===== src/rtl/tdm_demux_1_8.sv =====
// 1:8 TDM demultiplexer: collects an 8-slot frame framed by in_sync and presents it on y0..y7.
// Optional frame counter output frame_cnt is enabled by defining TDM_DEMUX_FRAME_CNT_EN.
//
// state | meaning
// HUNT  | waiting for a synced word to start a frame
// RUN   | inside a frame, r_slot is the next slot to fill
module tdm_demux_1_8 #(
    parameter int WIDTH = 3
) (
    input  logic             clk,
    input  logic             rst_n,
    input  logic             in_valid,
    input  logic             in_sync,
    input  logic [WIDTH-1:0] d,
    output logic [WIDTH-1:0] y0,
    output logic [WIDTH-1:0] y1,
    output logic [WIDTH-1:0] y2,
    output logic [WIDTH-1:0] y3,
    output logic [WIDTH-1:0] y4,
    output logic [WIDTH-1:0] y5,
    output logic [WIDTH-1:0] y6,
    output logic [WIDTH-1:0] y7,
    output logic             frame_valid,
    output logic [2:0]       slot,
    output logic             sync_err
`ifdef TDM_DEMUX_FRAME_CNT_EN
    ,
    output logic [7:0]       frame_cnt
`endif
);

    typedef enum logic {
        HUNT = 1'b0,
        RUN  = 1'b1
    } state_t;

    state_t           r_state;
    logic [2:0]       r_slot;
    logic [WIDTH-1:0] r_shadow [0:6];
    logic [WIDTH-1:0] r_y      [0:7];
    logic             r_frame_valid;
    logic             r_sync_err;
`ifdef TDM_DEMUX_FRAME_CNT_EN
    logic [7:0]       r_frame_cnt;
`endif

    always_ff @(posedge clk or negedge rst_n) begin
        if (!rst_n) begin
            r_state       <= HUNT;
            r_slot        <= 3'd0;
            r_frame_valid <= 1'b0;
            r_sync_err    <= 1'b0;
            for (int i = 0; i < 7; i++) r_shadow[i] <= '0;
            for (int i = 0; i < 8; i++) r_y[i] <= '0;
`ifdef TDM_DEMUX_FRAME_CNT_EN
            r_frame_cnt   <= 8'd0;
`endif
        end else begin
            r_frame_valid <= 1'b0;
            r_sync_err    <= 1'b0;
            if (in_valid) begin
                case (r_state)
                    HUNT: begin
                        if (in_sync) begin
                            r_shadow[0] <= d;
                            r_slot      <= 3'd1;
                            r_state     <= RUN;
                        end
                    end
                    RUN: begin
                        if (in_sync) begin
                            // a sync anywhere but slot 0 aborts the partial frame
                            if (r_slot != 3'd0) r_sync_err <= 1'b1;
                            r_shadow[0] <= d;
                            r_slot      <= 3'd1;
                        end else if (r_slot == 3'd0) begin
                            r_sync_err <= 1'b1;
                            r_state    <= HUNT;
                        end else if (r_slot == 3'd7) begin
                            for (int i = 0; i < 7; i++) r_y[i] <= r_shadow[i];
                            r_y[7]        <= d;
                            r_frame_valid <= 1'b1;
                            r_slot        <= 3'd0;
`ifdef TDM_DEMUX_FRAME_CNT_EN
                            r_frame_cnt   <= r_frame_cnt + 8'd1;
`endif
                        end else begin
                            for (int i = 1; i < 7; i++) begin
                                if (r_slot == 3'(i)) r_shadow[i] <= d;
                            end
                            r_slot <= r_slot + 3'd1;
                        end
                    end
                    default: r_state <= HUNT;
                endcase
            end
        end
    end

    assign y0          = r_y[0];
    assign y1          = r_y[1];
    assign y2          = r_y[2];
    assign y3          = r_y[3];
    assign y4          = r_y[4];
    assign y5          = r_y[5];
    assign y6          = r_y[6];
    assign y7          = r_y[7];
    assign frame_valid = r_frame_valid;
    assign sync_err    = r_sync_err;
    assign slot        = r_slot;
`ifdef TDM_DEMUX_FRAME_CNT_EN
    assign frame_cnt   = r_frame_cnt;
`endif

endmodule


===== config.mk =====
export PLATFORM = sky130hd
export DESIGN_NAME = tdm_demux_1_8
export DESIGN_NICKNAME = d
export VERILOG_FILES = /design/src/rtl/tdm_demux_1_8.sv
export SDC_FILE = /design/constraint.sdc
export NUM_CORES = 1
export LEC_CHECK = 0
export CORE_UTILIZATION = 47
export DETAILED_ROUTE_END_ITERATION = 8
export GPL_TIMING_DRIVEN = 1
export PLACE_DENSITY = 0.73
export SLEW_MARGIN = 5
export SYNTH_ARGS = -nofsm -noshare
export SYNTH_HDL_FRONTEND = slang
export SYNTH_SLANG_ARGS = --single-unit

===== constraint.sdc =====
create_clock -name clk -period 2 [get_ports clk]
set_clock_uncertainty 0.15 [all_clocks]
set_input_delay 0.3 -clock clk [delete_from_list [all_inputs] [get_ports clk]]
set_output_delay 0.3 -clock clk [all_outputs]
set_load 0.005 [all_outputs]

# [After elaboration in Yosys (flattened, before gate mapping)]
# Cells that the tools add are included.
[totals] ff_bits=51 out_inout_bits=29 elab_cells=64
[classes] add_sub_neg=1 n_eq_ne=9 muxes=20 bitwise_logic=4 reduce_logical=11
[ops] cell="AND reduction 6 bit" n=6
[ops] cell="2-to-1 mux 3 bit" n=5
[ops] cell="2-to-1 mux 1 bit" n=13
[ops] cell="== test 3 bit (second input constant)" n=4
[ops] cell="== test 3 x 2 -> 1 bit (second input constant)" n=2
[ops] cell="case mux 3 bit (2 select lines)" n=1
[ops] cell="AND reduction 5 bit" n=1
[ops] cell="NOT 1 bit" n=4
[ops] cell="adder 3 x 1 -> 3 bit (second input constant)" n=1
[ops] cell="== test 3 x 1 -> 1 bit (second input constant)" n=1
[ops] cell="zero test 3 bit" n=1
[ops] cell="!= test 3 bit (second input constant)" n=1
[ops] cell="AND reduction 3 bit" n=1
[ops] cell="nonzero test 3 bit" n=1
[ops] cell="!= test 2 bit (second input constant)" n=1
[ops] cell="case mux 1 bit (2 select lines)" n=1
[ops] cell="AND reduction 2 bit" n=1

# [Logic depth before layout (Yosys ltp)]
# Gate-level depths: netlist (run 1).
[depth] ltp_word=6 ltp_mapped=8 mapped_depth_nobuf=7

# [Worst setup path after synthesis (run 1)]
# OpenSTA, ideal clock, no wires.
[synth_path] kind="register to register" startpoint="reg r_slot[0] (netlist: slot[0])" endpoint="reg r_y (netlist bit y0[0])" setup_ns=0.125 arrival_ns=1.772 t_required_ns=1.725 path_slack_ns=-0.047 stages_incl_launch_ff=9 n_path_buf=1 synth_period_minus_slack_ns=2.047 path_cell_list="dfrtp_1 inv_1 ha_1 nor2b_2 inv_2 ha_1 nand4_4 buf_6 mux2_4"
[synth_between] elab_chain_cells=3 elab_cells_between_ends=4 classes_between="eq/ne: 1; bitwise: 1; reduce/logical: 2"
[synth_lines] element="start: declaration" line="38" source="logic [2:0] r_slot;"
[synth_lines] element="start signal: assignment" line="91" source="r_slot <= r_slot + 3'd1;"
[synth_lines] element="zero test 3 bit" line="76" source="end else if (r_slot == 3'd0) begin"
[synth_lines] element="NOT 1 bit (no source line)"
[synth_lines] element="AND reduction 5 bit (no source line) *"
[synth_lines] element="end: declaration" line="40" source="logic [WIDTH-1:0] r_y [0:7];"
# Every way passes the cells marked *; elsewhere a longest branch is shown, timed or not.
# A chain may end at the register's enable or synchronous reset.

# [Final worst setup path (run 1)]
[layout_path] startpoint="reg r_slot[0] (netlist: slot[0])" endpoint="reg r_shadow[10] in the netlist's numbering"
[layout_between] elab_chain_cells=3 elab_cells_between_ends=6 classes_between="eq/ne: 2; bitwise: 2; reduce/logical: 2"
[layout_lines] element="== test 3 bit / zero test 3 bit (equally long branches)" line="79, 76"
[layout_lines] element="NOT 1 bit (no source line)"
[layout_lines] element="AND reduction 6 bit (no source line) *"
[layout_lines] element="end: declaration" line="39" source="logic [WIDTH-1:0] r_shadow [0:6];"
# Marks and branches as above.

==> Implementation_results.wiki, run 1 <==
{| class="wikitable"
! Metric !! Value
|-
| Netlist cell types || 27
|-
| Reg clk slew, reported paths || 0.09 ns
|-
| Kind of launch point of the worst setup path || flop
|-
| Transition time at the pin with the least slew margin || 0.585 ns
|-
| Maximum clock frequency || 0.519 GHz
|-
| Wire length of the first global-routing pass || 7.40 mm
|-
| CTS tree || done
|-
| Final critical delay including setup and external delays || 1.93 ns
|-
| Cells after Synth || 146
|-
| Worst hold path cell count || 1
|-
| Deepest clock path buffer count || 2
|-
| Outcome || finished, violations left
|-
| R2R setup slack || 0.07 ns
|-
| H-tree Lvls || 2
|-
| Grt ovf || 0
|-
| Final antenna diode count || 0
|-
| Relative contribution of the clock network to total power || 20.6%
|-
| Destination of the worst hold path || y6[2]$_DFFE_PN0P_
|-
| Largest fanout on the critical path || 5
|-
| WP data required || 2.04 ns
|-
| Compound-gate portion of the synthesized area || 2.35%
|-
| TritonRoute pass-1 iters || 6
|-
| Sequential fraction of the synthesis area || 57.0%
|-
| Via count of the first global-routing pass || 1456
|-
| Share of post-route cells with drive strength above 1 || 38.0%
|-
| Max-Slew Margin vs Limit || 61.0%
|-
| Starting Density || 50.1%
|-
| Max-slew violation count || 0
|-
| Net load switching power || 0.000941 W
|-
| Final critical-path share of the clock period || 96.3%
|-
| Adder-Cell Fraction of Synth Area || 5.03%
|-
| Number of DRC violations after detailed routing || 1
|-
| Num CTS Buffers || 5
|-
| Internal power || 0.00237 W
|-
| Worst Hold Slack || 0.349 ns
|-
| Number of clock sinks seen by CTS || 51
|-
| DR WL/cell || 17.3 um
|-
| Violated checks || DRC
|-
| Vertical extent of the die || 71.1 um
|-
| Total setup violations reported at the end of the flow || 0
|-
| Peak VDD IR || 552 uV
|-
| R2r startpoint || slot[0]$_DFFE_PN0P_
|-
| Crit. End Element || flop
|-
| Simple logic cell fraction of the synthesized area || 7.04%
|-
| Worst-Skew Late Latency || 0.30 ns
|-
| Global-route total usage across every layer || 19.6%
|-
| Power share of the combinational group || 33.7%
|-
| RD Place Congestion || 0.908
|-
| Buffer type at the clock tree root || clkbuf_8
|-
| Maximum number of pins on one net before global-route repair || 29
|-
| Fraction of power consumed by sequential logic || 45.7%
|-
| Top cells by area, synth || dfrtp_1 (57%), mux2_4 (13%), mux2_2 (13%), ha_1 (5.0%), buf_6 (1.0%)
|-
| Mean number of vias per cell || 5.34
|-
| # port buffers || 35
|-
| Placed instance area || 2760 um2
|-
| Die outline area || 5050 um2
|-
| HPWL after detailed placement || 3.14 mm
|-
| Number of DRC markers after the initial detailed-route iteration || 65
|-
| Worst path arrival time || 1.97 ns
|-
| Net count after synthesis || 162
|-
| Number of nets still failing antenna checks after routing || 0
|-
| Number of storage elements in the synthesis netlist || 51
|-
| Library cell occupying the most area in the post-synthesis netlist || dfrtp_1
|-
| Main combinational cell family by area after synthesis || multiplexers
|-
| Final-report hold violation count || 0
|-
| Count of synthesis-stage warnings from yosys || 0
|-
| Class of the worst hold path || reg -> reg
|-
| Initial antenna violation count || 0
|-
| Final wirelength || 4.36 mm
|-
| Number of placed I/O pins || 36
|-
| Final layout net count || 216
|-
| Std cell rows || 24
|-
| Max_cap viols || 0
|-
| XOR/XNOR Fraction of Synth Area || 0%
|-
| Ratio of total power to cell area || 1140 nW/um2
|-
| Design area || 2900 um2
|-
| Via count of the routed design || 1345
|-
| Hold_sp || r_shadow[2]$_DFFE_PN0P_
|-
| Mean instance size in the synthesized netlist || 15.3 um2
|-
| Number of fill cells || 319
|-
| Multi-input logic area || 927 um2
|-
| Area Growth Syn to Fin || 29.4%
|-
| Sum of negative setup slack || 0 ns
|-
| Worst R2R Path Depth || 6
|-
| Synthesized cell area || 2240 um2
|-
| Leakage || 1.43 nW
|-
| Storage element area || 1280 um2
|-
| Switching part of the total || 28.4%
|-
| Area of the core || 4470 um2
|-
| Endpoint of the worst-slack reg-to-reg timing path || r_shadow[10]$_DFFE_PN0P_
|-
| Floorplan die width || 71.1 um
|-
| Area fraction of the dominant cell type after synthesis || 57.0%
|-
| Crit path kind || reg -> reg
|-
| Post-synthesis mux area share || 26.0%
|}
## placed cells by master, fill, tap and decap left out, types with 2 or more instances in the layout
| cell | synthesis | final |
|---|---|---|
| buf_4 | 2 | 12 |
| mux2_2 | 25 | 25 |
| nand3_1 | 3 | 3 |
| clkdlybuf4s50_1 | 0 | 34 |
| dfrtp_1 | 51 | 51 |
| nand2_1 | 6 | 6 |
| o211ai_1 | 2 | 2 |
| inv_1 | 5 | 3 |
| nor2_1 | 5 | 5 |
| ha_1 | 9 | 6 |
| ha_2 | 0 | 2 |
| buf_12 | 0 | 3 |
| mux2_4 | 20 | 20 |
| clkbuf_8 | 0 | 5 |
| inv_2 | 1 | 3 |
## through the flow
step                      utilization, %  worst slack [ns]  instances  total power [W]
after detailed placement            61.7           -0.0629        243          0.00259
after global routing                64.8          -0.00657        252          0.00351
final                               64.8            0.0740        252          0.00331
after floorplan                        -           0.00665        146          0.00208
after CTS                           64.7            0.0292        252          0.00332
after global placement              61.7          -0.00487        243          0.00253
## cell type report
cell class	count	area share, %
clock buffers	6	2.50
inverters	6	0.777
clock inverters	1	1.04
repair buffers	51	17.4
well taps	52	2.24
multi-input cells	85	32.0
flip-flops and latches	51	44.0
## flip-flops by register name (all words and copies together), names as in the netlist
| name | flops |
|---|---|
| frame_valid | 1 |
| r_shadow | 21 |
| r_state | 1 |
| slot | 3 |
| sync_err | 1 |
| y0 | 3 |
| y1 | 3 |
| y2 | 3 |
| y3 | 3 |
| y4 | 3 |
| y5 | 3 |
| y6 | 3 |
| y7 | 3 |
## layer usage
metal	share of wire, %	vias to the layer above	wire [um]	global-route usage, %
met3	3.1	8	135	5.13
li1	-	626	-	-
met5	0	-	0	0
met1	45	684	1960	24.6
met4	1.6	0	70	6.67
met2	50	27	2200	33.2
## power groups by stage
stage | clock network, W | logic, W | registers, W
final | 0.000683 | 0.00112 | 0.00151
after global routing | 0.000741 | 0.00122 | 0.00155
after CTS | 0.000701 | 0.00110 | 0.00151
after detailed placement | 0 | 0.00106 | 0.00153
after global placement | 0 | 0.00101 | 0.00151
after floorplan | 0 | 0.000580 | 0.00150
## how the worst max path moves through the flow
stage | startpoint | endpoint | slack (ns)
after floorplan | slot[0]$_DFFE_PN0P_ | y0[0]$_DFFE_PN0P_ | 0.007
after global placement | in_sync | y7[0]$_DFFE_PN0P_ | -0.005
after detailed placement | slot[1]$_DFFE_PN0P_ | y7[0]$_DFFE_PN0P_ | -0.06
after CTS | slot[1]$_DFFE_PN0P_ | y7[0]$_DFFE_PN0P_ | 0.03
after global routing | slot[0]$_DFFE_PN0P_ | slot[2]$_DFFE_PN0P_ | -0.007
final | slot[0]$_DFFE_PN0P_ | r_shadow[10]$_DFFE_PN0P_ | 0.07
## cell usage after synthesis
master / instances
a21oi_1: 1
a22o_1: 1
a32oi_1: 1
and2_1: 1
and3_1: 1
and3b_1: 1
and4b_4: 1
buf_4: 2
buf_6: 2
dfrtp_1: 51
ha_1: 9
inv_1: 5
inv_2: 1
mux2_2: 25
mux2_4: 20
nand2_1: 6
nand3_1: 3
nand4_1: 1
nand4_4: 1
nand4b_1: 1
nand4bb_1: 1
nor2_1: 5
nor2b_2: 1
nor4bb_1: 1
o211ai_1: 2
o22ai_1: 1
o41ai_1: 1
## worst max-delay path: stages, from the launching register on
cell and delay (ns):
dfrtp_1 0.40, buf_4 0.16, ha_1 0.24, buf_4 0.17, ha_1 0.19, nand4_1 0.16, mux2_2 0.36
## repair_timing
item | CTS | global route
endpoints found under the setup margin | 24 | 15
gates resized for setup | 2 | 4
buffers inserted | 1 | 0
hold buffers | 1 | 0
hold endpoints to repair | 23 | 0
## logic make-up (layout without fill, tap and decap cells)
| logic type | count (synthesis) | in the layout |
|---|---|---|
| flip-flops | 51 | 51 |
| multiplexers | 45 | 45 |
| adder cells (fa/ha/maj) | 9 | 9 |
| AO/OA/AOI/OAI | 7 | 7 |
| AND/OR/NAND/NOR | 24 | 24 |
| buffers and inverters | 10 | 64 |
Note: power is estimated with default switching activity, not from simulation.
==> inputs of run 2 (changes only) <==
--- a/config.mk
+++ b/config.mk
@@ -7,7 +7,6 @@
 export LEC_CHECK = 0
 export CORE_UTILIZATION = 47
 export DETAILED_ROUTE_END_ITERATION = 8
-export GPL_TIMING_DRIVEN = 1
 export PLACE_DENSITY = 0.73
 export SLEW_MARGIN = 5
 export SYNTH_ARGS = -nofsm -noshare
==> results of run 2 <==
Final layout, timing and power as in run 1 (identical DEF).
==> inputs of run 3 (changes only) <==
--- a/config.mk
+++ b/config.mk
@@ -7,7 +7,8 @@
 export LEC_CHECK = 0
 export CORE_UTILIZATION = 47
 export DETAILED_ROUTE_END_ITERATION = 8
-export PLACE_DENSITY = 0.73
+export GPL_TIMING_DRIVEN = 0
+export PLACE_DENSITY = 0.85
 export SLEW_MARGIN = 5
 export SYNTH_ARGS = -nofsm -noshare
 export SYNTH_HDL_FRONTEND = slang
==> run 3 against run 2 <==
Effect of this change: the flow still finishes with violations (DRC); largest power group unchanged; die area stayed put; global-route usage up 0.51 points; critical endpoint is now y2[1]$_DFFE_PN0P_; count of clock-buffer cells in the layout fell by 1.
==> Implementation_results.wiki, run 3 (synthesis results as in run 1) <==
{| class="wikitable"
! Metric !! Value
|-
| Outcome || finished, violations left
|-
| Violated checks || DRC
|-
| Initial antenna violation count || 0 (unchanged)
|-
| Crit path kind || reg -> reg
|-
| Std cell rows || 24 (unchanged)
|-
| Area of the core || 4470 um2 (unchanged)
|-
| DR WL/cell || 18.5 um (+6.8%)
|-
| Max_cap viols || 0 (unchanged)
|-
| Largest fanout on the critical path || 6 (+1)
|-
| TritonRoute pass-1 iters || 9 (+3)
|-
| Buffer type at the clock tree root || clkbuf_8
|-
| R2R setup slack || 0.03 ns (-0.04 ns)
|-
| H-tree Lvls || 2 (unchanged)
|-
| Max-slew violation count || 0 (unchanged)
|-
| # port buffers || 35 (unchanged)
|-
| CTS tree || done
|-
| WP data required || 2.04 ns (about the same)
|-
| Max-Slew Margin vs Limit || 53.8% (-7.2 points)
|-
| Mean number of vias per cell || 5.54 (+3.8%)
|-
| Total setup violations reported at the end of the flow || 0 (unchanged)
|-
| Sum of negative setup slack || 0 ns (unchanged)
|-
| Grt ovf || 0 (unchanged)
|-
| Storage element area || 1280 um2 (about the same)
|-
| Worst path arrival time || 2.01 ns (+0.04 ns)
|-
| R2r startpoint || slot[0]$_DFFE_PN0P_
|-
| Final critical delay including setup and external delays || 1.97 ns (+0.0409 ns)
|-
| Peak VDD IR || 620 uV (+12%)
|-
| Area Growth Syn to Fin || 34.3%
|-
| Number of fill cells || 293 (-8.2%)
|-
| Final wirelength || 4.75 mm (+8.9%)
|-
| Worst setup path start || slot[0]$_DFFE_PN0P_
|-
| Num CTS Buffers || 5 (unchanged)
|-
| Instance count after placement with tap cells included || 234 (-3.7%)
|-
| Final critical-path share of the clock period || 98.3% (+2.0 points)
|-
| Number of nets still failing antenna checks after routing || 0 (unchanged)
|-
| Wire length of the first global-routing pass || 7.68 mm (+3.8%)
|-
| Class of the worst hold path || reg -> reg
|-
| Count of non-filler cells in the finished layout || 257 (+2.0%)
|-
| Floorplan die width || 71.1 um (unchanged)
|-
| Number of DRC markers after the initial detailed-route iteration || 48 (-26%)
|-
| Via count of the routed design || 1424 (+5.9%)
|-
| Worst setup slack after layout || 0.0330 ns (-0.0409 ns)
|-
| Transition time at the pin with the least slew margin || 0.693 ns (+0.108 ns)
|-
| Kind of launch point of the worst setup path || flop
|-
| Multi-input logic area || 962 um2 (+3.8%)
|-
| Ratio of total power to cell area || 1100 nW/um2 (-3.4%)
|-
| Endpoint of the worst-slack reg-to-reg timing path || y2[1]$_DFFE_PN0P_
|-
| Worst hold path cell count || 1 (unchanged)
|-
| Register name with the most flops || r_shadow
|-
| RSZ-0062 raised after global routing || yes
|-
| Maximum clock frequency || 0.508 GHz (-2.1%)
|-
| Starting Density || 50.1% (unchanged)
|-
| Worst R2R Path Depth || 9 (+3)
|-
| RD Place Congestion || 0.881 (-3.0%)
|-
| Number of flip-flops under the largest register name || 21 (unchanged)
|-
| Via count of the first global-routing pass || 1489 (+2.3%)
|-
| Reg clk slew, reported paths || 0.09 ns (about the same)
|-
| Global-route total usage across every layer || 20.2% (+0.51 points)
|-
| Most frequent cells in the layout || dfrtp_1 (50), clkdlybuf4s50_1 (34), mux2_2 (25)
|-
| Destination of the worst hold path || y5[2]$_DFFE_PN0P_
|-
| Final-report hold violation count || 0 (unchanged)
|-
| Worst-Skew Late Latency || 0.30 ns (about the same)
|-
| Worst setup slack before clock tree synthesis || -0.204 ns (-0.141 ns)
|-
| Most common library cell in the layout ignoring fill and taps || dfrtp_1
|-
| HPWL after detailed placement || 3.18 mm (+1.2%)
|-
| Leakage || 1.48 nW (+3.4%)
|-
| Maximum number of pins on one net before global-route repair || 29 (unchanged)
|-
| Fin util || 67.3% (+2.5 points)
|-
| Final layout net count || 220 (+1.9%)
|-
| Final antenna diode count || 0 (unchanged)
|-
| Die outline area || 5050 um2 (unchanged)
|-
| Number of DRC violations after detailed routing || 3 (+2)
|-
| Share of post-route cells with drive strength above 1 || 41.5% (+3.5 points)
|-
| Deepest clock path buffer count || 2 (unchanged)
|-
| Hold_sp || r_shadow[5]$_DFFE_PN0P_
|-
| Overall Power || 0.00332 W (+0.25%)
|-
| Number of placed I/O pins || 36 (unchanged)
|-
| Crit. End Element || flop
|-
| Vertical extent of the die || 71.1 um (unchanged)
|-
| Number of clock sinks seen by CTS || 51 (unchanged)
|}
-- run 3: report_power, final --
group          internal (W)  total (W)  leakage, nW  switching, W
combinational      0.000747    0.00123        0.756      0.000488
sequential          0.00132    0.00152        0.677      0.000199
clock              0.000240   0.000566       0.0477      0.000326
total               0.00231    0.00332         1.48       0.00101
-- run 3: worst max-delay path by stage --
stage | end | slack, ns | cells past startpoint
2_1_floorplan | y0[0]$_DFFE_PN0P_ | 0.007 | 8
3_3_place_gp | y6[1]$_DFFE_PN0P_ | -0.81 | 1
3_5_place_dp | y3[1]$_DFFE_PN0P_ | -0.20 | 6
4_1_cts | y3[1]$_DFFE_PN0P_ | 0.006 | 9
5_1_grt | y2[1]$_DFFE_PN0P_ | -0.02 | 9
6_report | y2[1]$_DFFE_PN0P_ | 0.03 | 9
-- run 3: cell type report --
| class | count | share of cell area, % |
|---|---|---|
| clock inverters | 3 | 0.499 |
| inverters | 6 | 0.748 |
| plain buffers | 4 | 1.83 |
| well taps | 52 | 2.16 |
| repair buffers | 51 | 18.0 |
| multi-input cells | 85 | 32.0 |
| flip-flops and latches | 51 | 42.5 |
| clock buffers | 5 | 2.29 |
-- run 3: worst max-delay path, stage by stage, from the launching register on --
cell,delay [ns]
dfrtp_1,0.39
inv_2,0.07
ha_4,0.16
nor2b_4,0.13
inv_2,0.10
ha_4,0.15
nand4_4,0.10
buf_12,0.17
clkbuf_16,0.16
mux2_4,0.29
-- run 3: stage by stage --
stage          cell area [um2]  hold WS [ns]
2_1_floorplan             2250        -0.146
3_3_place_gp              2670         0.335
3_5_place_dp              2690         0.226
4_1_cts                   2910         0.358
5_1_grt                   3010         0.378
6_report                  3010         0.360
-- run 3: what timing repair did --
action | 4_1_cts | 5_1_grt
pin swaps | 0 | 1
buffers inserted | 7 | 5
resized for setup | 8 | 6
setup endpoints to repair | 24 | 25
gates cloned | 1 | 1
hold buffers | 1 | 0
hold endpoints to repair | 27 | 0
-- run 3: routing by layer --
metal | track usage (%) | wire (um) | share of wire, % | vias up
li1 | - | - | - | 631
met3 | 4.70 | 165 | 3.5 | 8
met4 | 6.44 | 79 | 1.7 | 0
met1 | 24.9 | 1990 | 42 | 747
met5 | 0 | 0 | 0 | -
met2 | 35.0 | 2520 | 53 | 38
